<file path="src/rtl/instr_fetch_pkg.sv">
`default_nettype none
// ============================================================================
//  Module      : fetch_pkg (package)
//  Description : Shared definitions for the instruction fetch stage: the
//                fetch state encoding and the default halt opcode.
//  Revision    : 1.0 - initial release
// ============================================================================
package fetch_pkg;

  // Fetch sequencer states. S_HALT is only reachable in builds with
  // FETCH_HALT_EN defined.
  typedef enum logic [1:0] {
    S_RUN   = 2'd0,
    S_STALL = 2'd1,
    S_HALT  = 2'd2
  } fetch_state_t;

  localparam logic [15:0] HALT_WORD_DEFAULT = 16'hFFFF;

endpackage : fetch_pkg
`default_nettype wire

</file>
<file path="src/rtl/instr_fetch_if.sv">
`default_nettype none
// ============================================================================
//  Module      : instr_fetch_if
//  Description : Bundle of the fetch stage's memory, redirect and decode
//                signals.
//    pc            fetch -> memory   fetch address
//    mem_instr     memory -> fetch   registered ram[pc] from previous edge
//    branch_taken  execute -> fetch  redirect request
//    branch_target execute -> fetch  redirect address
//    instr_ready   decode -> fetch   decode accepts current word
//    instr_valid   fetch -> decode   instr/instr_pc are live
//    instr         fetch -> decode   instruction word
//    instr_pc      fetch -> decode   address of instr
//    halted        fetch -> system   fetch stopped on halt word
//  Modports    : master = fetch stage, slave = surrounding system
//  Revision    : 1.0 - initial release
// ============================================================================
interface instr_fetch_if #(
  parameter int WIDTH   = 16,
  parameter int PC_BITS = 4
) ();

  logic [PC_BITS-1:0] pc;
  logic [WIDTH-1:0]   mem_instr;
  logic               branch_taken;
  logic [PC_BITS-1:0] branch_target;
  logic               instr_ready;
  logic               instr_valid;
  logic [WIDTH-1:0]   instr;
  logic [PC_BITS-1:0] instr_pc;
  logic               halted;

  modport master (
    output pc, instr_valid, instr, instr_pc, halted,
    input  mem_instr, branch_taken, branch_target, instr_ready
  );

  modport slave (
    input  pc, instr_valid, instr, instr_pc, halted,
    output mem_instr, branch_taken, branch_target, instr_ready
  );

endinterface : instr_fetch_if
`default_nettype wire

</file>
<file path="src/rtl/instr_fetch.sv">
`default_nettype none
// ============================================================================
//  Module      : instr_fetch
//  Description : Single-stage instruction fetch in front of a memory with a
//                registered read port. Streams sequential words to decode,
//                holds a word stable while decode stalls, and redirects on
//                branch_taken with exactly one bubble cycle.
//  Ports       : clk      - clock, all state on rising edge
//                reset_n  - asynchronous active-low reset
//                bus      - instr_fetch_if.master (memory/redirect/decode)
//  Parameters  : WIDTH, PC_BITS, HALT_WORD
//  Options     : FETCH_HALT_EN - when defined, accepting HALT_WORD stops
//                fetch until reset and raises halted.
//  Revision    : 1.0 - initial release
// ============================================================================
module instr_fetch
  import fetch_pkg::*;
#(
  parameter int                WIDTH     = 16,
  parameter int                PC_BITS   = 4,
  parameter logic [WIDTH-1:0]  HALT_WORD = WIDTH'(HALT_WORD_DEFAULT)
) (
  input  wire logic     clk,
  input  wire logic     reset_n,
  instr_fetch_if.master bus
);

  fetch_state_t       r_state,     w_state_nxt;
  logic [PC_BITS-1:0] r_pc,        w_pc_nxt;
  logic [PC_BITS-1:0] r_req_pc;
  logic               r_req_valid, w_req_valid_nxt;
  logic [WIDTH-1:0]   r_hold_instr, w_hold_instr_nxt;
  logic [PC_BITS-1:0] r_hold_pc,    w_hold_pc_nxt;

  logic [WIDTH-1:0]   w_instr;
  logic [PC_BITS-1:0] w_instr_pc;
  logic               w_instr_valid;
  logic               w_accept;
  logic               w_halt_hit;
  logic [PC_BITS-1:0] w_pc_inc;

  // Natural wrap from all-ones back to zero.
  assign w_pc_inc = r_pc + PC_BITS'(1);

  // --------------------------------------------------------------------------
  // State register
  // --------------------------------------------------------------------------
  always_ff @(posedge clk or negedge reset_n) begin
    if (!reset_n) begin
      r_state      <= S_RUN;
      r_pc         <= '0;
      r_req_pc     <= '0;
      r_req_valid  <= 1'b0;
      r_hold_instr <= '0;
      r_hold_pc    <= '0;
    end else begin
      r_state      <= w_state_nxt;
      r_pc         <= w_pc_nxt;
      // The memory samples pc on the same edge, so req_pc always names the
      // word that will appear on mem_instr.
      r_req_pc     <= r_pc;
      r_req_valid  <= w_req_valid_nxt;
      r_hold_instr <= w_hold_instr_nxt;
      r_hold_pc    <= w_hold_pc_nxt;
    end
  end

  // --------------------------------------------------------------------------
  // Output selection: live memory word in RUN, hold register in STALL
  // --------------------------------------------------------------------------
  always_comb begin
    w_instr       = bus.mem_instr;
    w_instr_pc    = r_req_pc;
    w_instr_valid = r_req_valid;
    case (r_state)
      S_STALL: begin
        w_instr       = r_hold_instr;
        w_instr_pc    = r_hold_pc;
        w_instr_valid = 1'b1;
      end
      S_HALT: begin
        w_instr_valid = 1'b0;
      end
      default: ;
    endcase
  end

  assign w_accept = w_instr_valid & bus.instr_ready;

`ifdef FETCH_HALT_EN
  assign w_halt_hit = w_accept && (w_instr == HALT_WORD);
`else
  assign w_halt_hit = 1'b0;
`endif

  // --------------------------------------------------------------------------
  // Next-state / next-pc logic
  // --------------------------------------------------------------------------
  always_comb begin
    w_state_nxt      = r_state;
    w_pc_nxt         = r_pc;
    w_req_valid_nxt  = r_req_valid;
    w_hold_instr_nxt = r_hold_instr;
    w_hold_pc_nxt    = r_hold_pc;

    case (r_state)
      S_RUN, S_STALL: begin
        if (bus.branch_taken) begin
          // Redirect beats everything; the word already in flight from the
          // old stream is squashed, giving the single bubble cycle.
          w_state_nxt      = S_RUN;
          w_pc_nxt         = bus.branch_target;
          w_req_valid_nxt  = 1'b0;
          w_hold_instr_nxt = '0;
          w_hold_pc_nxt    = '0;
        end else if (w_halt_hit) begin
          w_state_nxt     = S_HALT;
          w_req_valid_nxt = 1'b0;
        end else if (r_state == S_RUN) begin
          if (!w_instr_valid || bus.instr_ready) begin
            w_pc_nxt        = w_pc_inc;
            w_req_valid_nxt = 1'b1;
          end else begin
            // Decode refused the word: park it and freeze pc so that
            // mem_instr keeps showing ram[pc], the next word in order.
            w_state_nxt      = S_STALL;
            w_hold_instr_nxt = w_instr;
            w_hold_pc_nxt    = w_instr_pc;
            w_req_valid_nxt  = 1'b1;
          end
        end else begin
          w_req_valid_nxt = 1'b1;
          if (bus.instr_ready) begin
            // mem_instr already carries ram[pc], so RUN resumes with no bubble.
            w_state_nxt = S_RUN;
            w_pc_nxt    = w_pc_inc;
          end
        end
      end
`ifdef FETCH_HALT_EN
      S_HALT: begin
        w_req_valid_nxt = 1'b0;
      end
`endif
      default: begin
        w_state_nxt     = S_RUN;
        w_req_valid_nxt = 1'b0;
      end
    endcase
  end

  assign bus.pc          = r_pc;
  assign bus.instr       = w_instr;
  assign bus.instr_pc    = w_instr_pc;
  assign bus.instr_valid = w_instr_valid;

`ifdef FETCH_HALT_EN
  assign bus.halted = (r_state == S_HALT);
`else
  // Constant zero; HALT_WORD has no effect in this build.
  assign bus.halted = 1'b0 & (w_instr == HALT_WORD);
`endif

endmodule : instr_fetch
`default_nettype wire

</file>
<file path="src/flat_wrapper.sv">
// flat-port wrapper written by rule: the top's interface ports become plain ports
module instr_fetch_flat import fetch_pkg::*;
#(
  parameter int                WIDTH     = 16,
  parameter int                PC_BITS   = 4,
  parameter logic [WIDTH-1:0]  HALT_WORD = WIDTH'(HALT_WORD_DEFAULT)
)
  (clk, reset_n, bus_pc, bus_instr_valid, bus_instr, bus_instr_pc, bus_halted, bus_mem_instr, bus_branch_taken, bus_branch_target, bus_instr_ready);
  instr_fetch_if #(.WIDTH(WIDTH), .PC_BITS(PC_BITS)) bus_i ();
  input  wire logic clk;
  input  wire logic reset_n;
  output wire logic [$bits(bus_i.pc)-1:0] bus_pc;
  output wire logic [$bits(bus_i.instr_valid)-1:0] bus_instr_valid;
  output wire logic [$bits(bus_i.instr)-1:0] bus_instr;
  output wire logic [$bits(bus_i.instr_pc)-1:0] bus_instr_pc;
  output wire logic [$bits(bus_i.halted)-1:0] bus_halted;
  input wire logic [$bits(bus_i.mem_instr)-1:0] bus_mem_instr;
  input wire logic [$bits(bus_i.branch_taken)-1:0] bus_branch_taken;
  input wire logic [$bits(bus_i.branch_target)-1:0] bus_branch_target;
  input wire logic [$bits(bus_i.instr_ready)-1:0] bus_instr_ready;
  assign bus_pc = bus_i.pc;
  assign bus_instr_valid = bus_i.instr_valid;
  assign bus_instr = bus_i.instr;
  assign bus_instr_pc = bus_i.instr_pc;
  assign bus_halted = bus_i.halted;
  assign bus_i.mem_instr = bus_mem_instr;
  assign bus_i.branch_taken = bus_branch_taken;
  assign bus_i.branch_target = bus_branch_target;
  assign bus_i.instr_ready = bus_instr_ready;
  instr_fetch #(.WIDTH(WIDTH), .PC_BITS(PC_BITS), .HALT_WORD(HALT_WORD)) u_core (.clk(clk), .reset_n(reset_n), .bus(bus_i));
endmodule
</file>
<file path="config.mk">
export PLATFORM = sky130hd
export DESIGN_NAME = instr_fetch_flat
export DESIGN_NICKNAME = d
export VERILOG_FILES = /design/src/rtl/instr_fetch_pkg.sv /design/src/rtl/instr_fetch_if.sv /design/src/rtl/instr_fetch.sv /design/src/flat_wrapper.sv
export SDC_FILE = /design/constraint.sdc
export NUM_CORES = 1
export LEC_CHECK = 0
export BUFFER_PORTS_ARGS = -buffer_cell sky130_fd_sc_hd__buf_2
export CAP_MARGIN = 20
export CORE_AREA = 5 5 64 66
export DETAILED_ROUTE_END_ITERATION = 8
export DIE_AREA = 0 0 69 71
export GPL_ROUTABILITY_DRIVEN = 0
export HOLD_SLACK_MARGIN = 0.15
export PLACE_DENSITY = 0.74
export RECOVER_POWER = 25
export SYNTH_ARGS = -nofsm -noshare
export SYNTH_HDL_FRONTEND = slang
export SYNTH_SLANG_ARGS = --single-unit
</file>
<file path="constraint.sdc">
create_clock -name clk -period 1.3 [get_ports clk]
set_input_delay 0.39 -clock clk [delete_from_list [all_inputs] [get_ports clk]]
set_output_delay 0.39 -clock clk [all_outputs]
set_load 0.03 [all_outputs]
</file>
==> results_dict.tcl <==
set metrics [dict create \
    outcome "finished, violations left" \
    violations "setup timing" \
    finalHoldViolations 0 \
    syn_area_um2 1500 \
    area_growth_pct 46.9 \
    rows 22 \
    die_x_um 69 \
    cts-htree-levels 2 \
    first_pass_iters 4 \
    grt_pass1_vias 1155 \
    vias 1128 \
    max_cap_viol_count 0 \
    synthTopCellsByCount "30 x dfrtp_1, 20 x a22o_1, 19 x mux2_4" \
    ir_drop_mv 0.658 \
    grt_max_degree 21 \
    setup_viol 41 \
    yosysMostFrequentCell "dfrtp_1" \
    cp.required_ns 0.91 \
    yosysWarningCount 0 \
    cts-root-buf "clkbuf_4" \
    synth_top_cell_by_area "dfrtp_1" \
    path_clk_slew_ns 0.09 \
    avgRoutedWirePerCell_um 16.3 \
    synth_area_leaders "dfrtp_1 50%, mux2_4 19%, a22o_1 12%" \
    synth_nets 129 \
    powerDensity_nw_per_um2 1070 \
    coreArea_um2 3520 \
    path_cells "clkbuf_16, mux2_4, buf_6" \
    max_stage_delay_ns 0.46 \
    drv_slew 0 \
    start_util_pct 42.7 \
    fin_area_um2 2210 \
    synth-async-reset-ratio_pct 100 \
    antenna_found_initial 0 \
    synth_top_area_share_pct 49.9 \
    fin_crit_ns 1.82 \
    hp-class "input port to flip-flop" \
    place_area_um2 1840 \
    die_area_um2 4900 \
    grt.total_usage_pct 14.5 \
    worst_path_max_delay_cell "dfrtp_2" \
    skew_ns 0.00865 \
    drtIter0Drc 43 \
    layout.nets 195 \
    crit_family "flip-flops" \
    synth-seq-area-share_pct 49.9 \
    postSynthCellCount 104 \
    clk_latency_ns 0.33 \
    leakage_nw 1.09 \
    grt_pass1_wl_mm 5.64 \
    tritoncts "built" \
    synth_cell_types 28 \
    synth-seq-cells 30 \
    clock.fmax_mhz 549 \
    post-route-period-util_pct 140 \
    cp.arrival_ns 1.43 \
    dpl.hpwl_mm 2.35 \
    crit_fanout 9 \
    final_antenna_net_count 0 \
    rsz0062_at_grt "yes" \
    path_class "flip-flop to output port" \
    syn_avg_cell_area_um2 14.5 \
    clock_path_buffers 2 \
    clock-sinks 30 \
    ff2ff_setup_slack_ns -0.21 \
    synthFlopType "dfrtp_1" \
    drc 0 \
    drive_gt1_share_pct 57.3 \
    io_pins 50 \
    vias_per_cell 5.15 \
    synth_edf_count 0 \
    critPathCaptureType "output port" \
    drt_wl_total_mm 3.57 \
    power_mw 2.37 \
    cts_buffers 5 \
    die_y_um 71 \
    path_buf_inv 2 \
    n_fill_cell 292 \
    worst_slack_ns -0.523 \
    antennaDiodeCount 0 \
    port_buffers 48 \
    overflow 0 \
    crit_path_start_kind "flip-flop" \
]
[worst paths after layout]
| path | cells past startpoint | startpoint | endpoint |
|---|---|---|---|
| max in group asynchronous | 3 | reset_n | u_core.r_req_pc[1] |
| setup reg to reg | 6 | u_core.r_state[0] | u_core.r_hold_pc[0] |
| hold / removal | 3 | bus_branch_target[2] | u_core.bus.pc[2] |
| setup / recovery | 3 | u_core.r_state[0] | bus_instr[5] |
| hold reg to reg | 0 | u_core.bus.pc[3] | u_core.r_req_pc[3] |
| min in group asynchronous | 2 | reset_n | u_core.r_req_valid |
[area by class of cell]
type / count / area, um2 / area share [%]
Sequential cell: 30 / 753 / 34.1
Multi-Input combinational cell: 63 / 673 / 30.5
Timing Repair Buffer: 68 / 656 / 29.7
Tap cell: 48 / 60.1 / 2.72
Clock buffer: 7 / 55.1 / 2.49
Inverter: 2 / 7.51 / 0.340
Clock inverter: 1 / 5.00 / 0.227
[repair_timing]
item / CTS / global route
resized for setup: 44 / 15
setup endpoints to repair: 45 / 46
gates cloned: 0 / 4
endpoints found under the hold margin: 15 / 0
buffers inserted: 2 / 4
hold buffers: 1 / 0
pin swaps: 0 / 23
[placed cells by master, fill, tap and decap left out, types with 2 or more instances in the layout]
cell type / synthesis / final
a22o_1: 20 / 20
buf_12: 2 / 4
buf_2: 3 / 22
buf_4: 3 / 4
buf_6: 1 / 29
clkbuf_1: 0 / 4
clkbuf_16: 0 / 3
clkbuf_4: 0 / 6
dfrtp_1: 30 / 28
dfrtp_2: 0 / 2
inv_1: 2 / 2
mux2_4: 19 / 19
nand2_1: 3 / 3
nand3_1: 2 / 2
o21ai_0: 2 / 2
[sequential cells by signal, summed over array words and instances, names as in the netlist]
| name | cells |
|---|---|
| u_core.r_hold_instr | 16 |
| u_core.bus.pc | 4 |
| u_core.r_hold_pc | 4 |
| u_core.r_req_pc | 4 |
| u_core.r_req_valid | 1 |
| u_core.r_state | 1 |
[power by group]
group	total [mW]	switching (mW)	internal [mW]
sequential	1.04	0.0435	0.999
clock	0.569	0.308	0.262
combinational	0.757	0.369	0.388
[metrics by stage]
step                      setup TNS, ns  cells  setup slack [ns]  utilization, %  hold WS (ns)
after floorplan                   -1.53    104           -0.0758               -        0.0944
after global placement            -3.38    200            -0.167            52.1         0.329
after detailed placement          -4.51    200            -0.188            52.1         0.337
after CTS                        -12.37    211            -0.569            58.3         0.258
after global routing             -16.22    219            -0.563            62.7         0.256
final                            -14.34    219            -0.523            62.7         0.277
[worst register-to-register path, stage by stage, from the launching register on]
cell,delay (ns)
dfrtp_2,0.46
buf_6,0.15
buf_6,0.11
nor3b_4,0.21
nor2_4,0.10
clkbuf_16,0.17
a22o_1,0.21
[routing by layer]
layer  track usage, %  part of all wire, %
met3             4.55                  5.0
met2             23.9                   53
met1             17.3                   40
met4             6.94                  2.0
met5                0                    0
[cell families (layout without fill, tap and decap cells)]
family | Yosys count | count (layout) | share of synthesized area [%]
fa+ha+maj | 1 | 1 | 0.832
other cells | 1 | 1 | 0.249
flops | 30 | 30 | 49.9
mux | 21 | 21 | 20.4
xor+xnor | 1 | 1 | 0.582
compound gates | 25 | 25 | 14.8
simple gates | 14 | 14 | 6.82
buf+inv | 11 | 78 | 6.41
(Power assumes the default switching activity.)
